<file path="config.mk">
export PLATFORM = sky130hd
export DESIGN_NAME = bus_ctrl
export DESIGN_NICKNAME = d
export VERILOG_FILES = /design/src/rtl/bus_ctrl_pkg.sv /design/src/rtl/bus_clk_phase.sv /design/src/rtl/bus_ctrl.sv
export SDC_FILE = /design/constraint.sdc
export NUM_CORES = 1
export LEC_CHECK = 0
export ABC_AREA = 1
export BUFFER_PORTS_ARGS = -buffer_cell sky130_fd_sc_hd__buf_2
export CAP_MARGIN = 20
export CORE_MARGIN = 3
export CORE_UTILIZATION = 45
export DETAILED_ROUTE_END_ITERATION = 6
export PLACE_DENSITY = 0.74
export SYNTH_ARGS = -nofsm -noshare
export SYNTH_HDL_FRONTEND = slang
export SYNTH_HIERARCHICAL = 1
export SYNTH_SLANG_ARGS = --single-unit
</file>
<file path="constraint.sdc">
create_clock -name clk -period 3.9 [get_ports clk]
set_clock_uncertainty 0.15 [all_clocks]
set_input_delay 0.195 -clock clk [delete_from_list [all_inputs] [get_ports clk]]
set_output_delay 0.195 -clock clk [all_outputs]
set_load 0.02 [all_outputs]
</file>
<file path="src/rtl/bus_ctrl_pkg.sv">
// Shared types and default address map for the 65C02 bus controller.
package bus_ctrl_pkg;

  typedef enum logic [2:0] {
    REG_ROM,
    REG_VDP,
    REG_PORT,
    REG_RAM,
    REG_NONE
  } region_e;

  localparam logic [7:0]  UNMAPPED_DATA  = 8'hFF;
  localparam logic [15:0] DEF_PORT_BASE  = 16'h8400;
  localparam logic [15:0] DEF_VDP_BASE   = 16'hF7FC;
  localparam int unsigned DEF_ROM_ADDR_W = 11;
  localparam int unsigned DEF_RAM_ADDR_W = 15;

endpackage

</file>
<file path="src/rtl/bus_clk_phase.sv">
// CPU clock divider, phase-position ticks and post-reset CPU reset stretcher.
module bus_clk_phase
  import bus_ctrl_pkg::*;
#(
  parameter int unsigned CPU_DIV_W      = 4,
  parameter int unsigned CPU_RST_CYCLES = 8
) (
  input  logic i_clk,
  input  logic i_rst,
  output logic o_cpu_clk,
  output logic o_cpu_mem_clk,
  output logic o_cpu_reset,
  output logic o_low_phase,
  output logic o_tick_first,
  output logic o_tick_cap,
  output logic o_tick_last
);

  localparam int unsigned H     = 2 ** (CPU_DIV_W - 1);
  localparam int unsigned RST_W = $clog2(CPU_RST_CYCLES + 1);

  logic [CPU_DIV_W-1:0] r_ctr;
  logic [RST_W-1:0]     r_rst_cnt;
  logic                 r_cpu_reset;
  logic                 w_tick_wrap;

  always_ff @(posedge i_clk or posedge i_rst) begin
    if (i_rst) r_ctr <= '0;
    else       r_ctr <= r_ctr + CPU_DIV_W'(1);
  end

  assign w_tick_wrap   = &r_ctr;
  assign o_tick_first  = (r_ctr == '0);
  assign o_tick_cap    = (r_ctr == CPU_DIV_W'(1));
  assign o_tick_last   = (r_ctr == CPU_DIV_W'(H - 1));
  assign o_low_phase   = ~r_ctr[CPU_DIV_W-1];
  assign o_cpu_clk     = r_ctr[CPU_DIV_W-1];
  assign o_cpu_mem_clk = r_ctr[CPU_DIV_W-2];
  assign o_cpu_reset   = r_cpu_reset;

  // Count completed CPU cycles after release; reset drops on the last wrap.
  always_ff @(posedge i_clk or posedge i_rst) begin
    if (i_rst) begin
      r_rst_cnt   <= '0;
      r_cpu_reset <= 1'b1;
    end else if (w_tick_wrap && r_cpu_reset) begin
      if (r_rst_cnt == RST_W'(CPU_RST_CYCLES - 1)) r_cpu_reset <= 1'b0;
      else                                           r_rst_cnt   <= r_rst_cnt + RST_W'(1);
    end
  end

endmodule

</file>
<file path="src/rtl/bus_ctrl.sv">
// 65C02 bus controller: address decode, phase-aligned strobes, port latches, read data.
// Optional port readback enabled by defining BUS_CTRL_PORT_READBACK_EN.
module bus_ctrl
  import bus_ctrl_pkg::*;
#(
  parameter int unsigned CPU_DIV_W      = 4,
  parameter int unsigned NUM_PORTS      = 2,
  parameter logic [15:0] PORT_BASE      = DEF_PORT_BASE,
  parameter logic [15:0] VDP_BASE       = DEF_VDP_BASE,
  parameter int unsigned ROM_ADDR_W     = DEF_ROM_ADDR_W,
  parameter int unsigned RAM_ADDR_W     = DEF_RAM_ADDR_W,
  parameter int unsigned CPU_RST_CYCLES = 8
) (
  input  logic                   clk,
  input  logic                   reset,
  output logic                   cpu_clk,
  output logic                   cpu_mem_clk,
  output logic                   cpu_reset,
  input  logic [15:0]            cpu_addr,
  input  logic                   cpu_we,
  input  logic [7:0]             cpu_dout,
  output logic [7:0]             cpu_din,
  input  logic [7:0]             rom_data,
  input  logic [7:0]             ram_data,
  input  logic [7:0]             vdp_data,
  output logic                   ram_we,
  output logic                   vdp_read,
  output logic                   vdp_write,
  output logic [1:0]             vdp_mode,
  output logic [8*NUM_PORTS-1:0] io_port
);

  localparam logic [15:0] ROM_MASK = 16'hFFFF << ROM_ADDR_W;
  localparam logic [16:0] PORT_END = 17'(PORT_BASE) + 17'(NUM_PORTS);
  localparam logic [16:0] RAM_END  = 17'(1) << RAM_ADDR_W;

  logic                   w_low_phase;
  logic                   w_tick_first;
  logic                   w_tick_cap;
  logic                   w_tick_last;
  logic                   w_active;
  logic                   w_port_we;
  logic [2:0]             w_port_idx;
  logic [7:0]             w_rd_data;
  region_e                w_region;
  logic [7:0]             r_cpu_din;
  logic [7:0]             r_vdp_hold;
  logic [8*NUM_PORTS-1:0] r_io_port;

  bus_clk_phase #(
    .CPU_DIV_W      (CPU_DIV_W),
    .CPU_RST_CYCLES (CPU_RST_CYCLES)
  ) u_clk_phase (
    .i_clk         (clk),
    .i_rst         (reset),
    .o_cpu_clk     (cpu_clk),
    .o_cpu_mem_clk (cpu_mem_clk),
    .o_cpu_reset   (cpu_reset),
    .o_low_phase   (w_low_phase),
    .o_tick_first  (w_tick_first),
    .o_tick_cap    (w_tick_cap),
    .o_tick_last   (w_tick_last)
  );

  assign w_port_idx = 3'(cpu_addr - PORT_BASE);

  always_comb begin
    w_region = REG_NONE;
    if ((cpu_addr & ROM_MASK) == ROM_MASK)                                w_region = REG_ROM;
    else if (cpu_addr[15:2] == VDP_BASE[15:2])                            w_region = REG_VDP;
    else if (17'(cpu_addr) >= 17'(PORT_BASE) && 17'(cpu_addr) < PORT_END) w_region = REG_PORT;
    else if (17'(cpu_addr) < RAM_END)                                     w_region = REG_RAM;
  end

  // Strobes are forced low while reset is held, since ctr sits at 0 then.
  assign w_active  = ~reset;
  assign ram_we    = w_active & cpu_we & (w_region == REG_RAM) & w_low_phase;
  assign vdp_read  = w_active & ~cpu_we & (w_region == REG_VDP) & w_tick_first;
  assign vdp_write = w_active & cpu_we & (w_region == REG_VDP) & w_tick_last;
  assign vdp_mode  = cpu_addr[1:0];
  assign w_port_we = cpu_we & (w_region == REG_PORT) & w_tick_last;

  always_comb begin
    w_rd_data = UNMAPPED_DATA;
    case (w_region)
      REG_ROM: w_rd_data = rom_data;
      // Bypass the holding register when capture and update share an edge.
      REG_VDP: w_rd_data = w_tick_cap ? vdp_data : r_vdp_hold;
      REG_PORT: begin
`ifdef BUS_CTRL_PORT_READBACK_EN
        for (int i = 0; i < NUM_PORTS; i++) begin
          if (w_port_idx == 3'(i)) w_rd_data = r_io_port[8*i +: 8];
        end
`else
        w_rd_data = UNMAPPED_DATA;
`endif
      end
      REG_RAM: w_rd_data = ram_data;
      default: w_rd_data = UNMAPPED_DATA;
    endcase
  end

  always_ff @(posedge clk or posedge reset) begin
    if (reset) begin
      r_cpu_din  <= 8'h00;
      r_vdp_hold <= 8'h00;
      r_io_port  <= '0;
    end else begin
      if (w_tick_cap) r_vdp_hold <= vdp_data;
      if (w_tick_last && !cpu_we) r_cpu_din <= w_rd_data;
      for (int i = 0; i < NUM_PORTS; i++) begin
        if (w_port_we && w_port_idx == 3'(i)) r_io_port[8*i +: 8] <= cpu_dout;
      end
    end
  end

  assign cpu_din = r_cpu_din;
  assign io_port = r_io_port;

endmodule

</file>
==> summary.md <==
| Metric | Value |
|---|---|
| CP required | `3560 ps` |
| Cells along the critical path | `dlygate4sd3_1 > buf_2 > inv_1 > buf_4 > nand2_1 > nor4_1 > buf_2` |
| Routed wire length | `5250 µm` |
| Crit path time final | `approximately 2300 ps` |
| WHS Path Cells | `3` |
| Worst Path Buf+Inv | `5` |
| Rel. slew slack | `between 60% and 70%` |
| Clk sinks | `41` |
| H-tree levels | `2` |
| Root Driver | `clkbuf_8` |
| Startpoint types | `input pin` |
| Share of layout cells above drive strength 1 | `27.8%` |
| Vias per inst | `4.60` |
| Setup TNS | `0 ps` |
| TritonCTS Buffers | `5` |
| Syn_nets | `341` |
| Width of the die | `75.7 µm` |
| Most frequent cells in the layout | `nand2_1, buf_2, inv_1` |
| Crit path max fanout | `33` |
| Clk_lat worst skew | `approximately 290 ps` |
| PnR worst setup slack | `between 1500 and 2000 ps` |
| GR Util All Layers | `19.6%` |
| First-pass GRT wire length | `8560 µm` |
| I/O pin count | `83` |
| Largest net degree at the start of global routing | `34` |
| Routed vias | `2051` |
| Clk buf depth | `2` |
| Static leakage | `1.51 nW` |
| Power Density | `290 nW/µm²` |
| Hold Startpoint | `vdp_data[6]` |
| MaxCap Viol Count | `0` |
| Initial Util | `48.2%` |
| Crit-path slowest cell | `dlygate4sd3_1` |
| Final worst-path cycle share | `between 50 and 60%` |
| Vias in the first global route | `1974` |
| DP HPWL | `4020 µm` |
| R2r setup slk | `1960 ps` |
| CTS tree | `done` |
| Synth cell types | `27` |
| YS warnings | `6` |
| Status | `completed` |
| Syn Area/Cell | `7.64 µm²` |
| Critical path's most frequent cell | `buf_2` |
| Mapped cell area | `between 2000 and 2500 µm²` |
| Ant. Diodes | `0` |
| Post-Syn Instances | `roughly 290` |
| Delay-heaviest family, CP | `buffers and inverters` |
| GRT overflow | `0` |
| # port buffers | `82` |
| Drt initial violations | `103` |
| Routed len/inst | `11.8 µm` |
| Setup bufs post-CTS | `0` |
| Seq/Total Area, Yosys | `47.0%` |
| Final hold violation count | `0` |
| Fill cells | `417` |
| CTS clk-pin slew, worst paths | `80 ps` |
| Max-slew violation count | `0` |
| Fmax | `443 MHz` |
| Cell type with the largest total area after synthesis | `dfrtp_1` |
| Fin cells | `446` |
| Area share of the leading cell type in the synthesized netlist | `a little under half` |
| Critical path class | `in -> out` |
| Post-Place Setup Slack | `1980 ps` |
| Layout area overhead | `29.1%` |
| Reg-to-reg critical path endpoint | `cpu_din[2]` |
| CP arrival | `1910 ps` |
| Core area | `4530 µm²` |
| Post-cts resize count | `0` |
| Antenna violations before repair | `0` |
| Commonest non-fill, non-tap cell in the layout | `nand2_1` |
| Overall Power | `~820 µW` |
| Area contributors post-synth | `dfrtp_1, nand2_1, inv_1` |
| DRC | `0` |
| Worst setup EP type | `output port` |
| # placed instances | `approximately 430` |
| FF+latch count, synth | `41` |
| RSZ-0062 raised after global routing | `no` |
| Max VDD drop | `around 0.17 mV` |
| Die ar. | `5730 µm²` |
| Antenna viol nets, final | `0` |
| Cell Rows | `24` |
| Die Ht | `75.7 µm` |
| Hold Path Class | `in -> reg` |
| Least-Margin Pin Slew | `463 ps` |
| Post-CTS Hold Buffers | `9` |
| Fin nets | `435` |
| Router iterations before antenna repair | `4` |
| GPL Wtd Cong | `0.822` |
| Setup violators final | `0` |
| Reg2Reg Launch Point | `u_clk_phase/r_ctr[0]` |
| Slowest stage delay, CP | `540 ps` |
| Worst Hold End | `r_vdp_hold[6]` |
| R2R cell count | `8` |
stage by stage:
stage | area [µm²] | utilization (%) | hold slack (ps)
after global routing | 2820 | 62.2 | 38.8
final | 2820 | 62.2 | 11.5
after detailed placement | 2650 | 58.3 | 61.3
after global placement | 2650 | 58.3 | 39.8
after CTS | 2820 | 62.2 | 7.00
after floorplan | 2190 | - | -128
worst max-delay path by stage:
stage / startpoint / end / slack, ps / cells past startpoint
after CTS: reset / vdp_write / 1610 / 7
final: reset / vdp_write / 1640 / 7
after global routing: reset / vdp_write / 1490 / 7
after global placement: u_clk_phase/r_ctr[0] / cpu_din[0] / 2050 / 8
after detailed placement: u_clk_phase/r_ctr[0] / cpu_din[0] / 1980 / 8
after floorplan: reset / vdp_write / 1770 / 3
cell usage after synthesis:
cell type	number
nand2_2	2
inv_1	58
xor2_1	2
nor2_1	14
dfstp_2	1
nor3_2	1
nor3b_4	1
nand3_1	23
nor4_1	1
o21ai_1	24
nand3_2	2
ha_1	4
nor2_4	2
nand4_2	1
o21a_1	1
buf_2	2
o21ai_0	8
nand2_1	83
nor3_1	1
nor2_2	4
buf_4	2
nand4_1	2
a21oi_1	1
nor3b_1	3
dfrtp_1	40
and3_1	1
buf_6	2
cell families after synthesis:
logic type	after synthesis	synth area share, %
simple gates	141	29.9
compound gates	34	7.90
fa+ha+maj	4	2.29
buf+inv	64	12.1
flops	41	47.0
xor+xnor	2	0.802
worst register-to-register path, cell delays in order (launching register included):
cell,delay (ps)
dfrtp_1,400
ha_1,240
nand2_2,90
nor2_1,130
inv_1,70
nor2_1,370
inv_1,240
nand2_1,110
nand2_1,50
state kept, by name (all words and copies together) (netlist names):
signal / count
cpu_din: 8
io_port: 16
r_vdp_hold: 8
u_clk_phase/o_cpu_reset: 1
u_clk_phase/r_ctr: 4
u_clk_phase/r_rst_cnt: 4
routing by layer:
metal  routed length [µm]  vias up  share of wire (%)  track usage, %
li1                     -     1062                  -               -
met2                 2550       71                 49            33.9
met3                  397        5                7.6            5.28
met4                   39        0               0.74            4.47
met5                    0        -                  0               0
met1                 2270      913                 43            24.3
final cells by class:
cell class	count	area [µm²]	area share (%)
clock buffers	5	68.8	2.44
clock inverters	3	17.5	0.621
inverters	58	218	7.72
multi-input cells	181	893	31.7
flip-flops and latches	41	1030	36.4
well taps	65	81.3	2.88
repair buffers	93	515	18.3
power by group:
| group | internal [mW] | switching (mW) |
|---|---|---|
| logic | 0.0442 | 0.0600 |
| clock network | 0.124 | 0.149 |
| registers | 0.437 | 0.00558 |
| total | 0.605 | 0.214 |
Note: power is estimated with default switching activity, not from simulation.
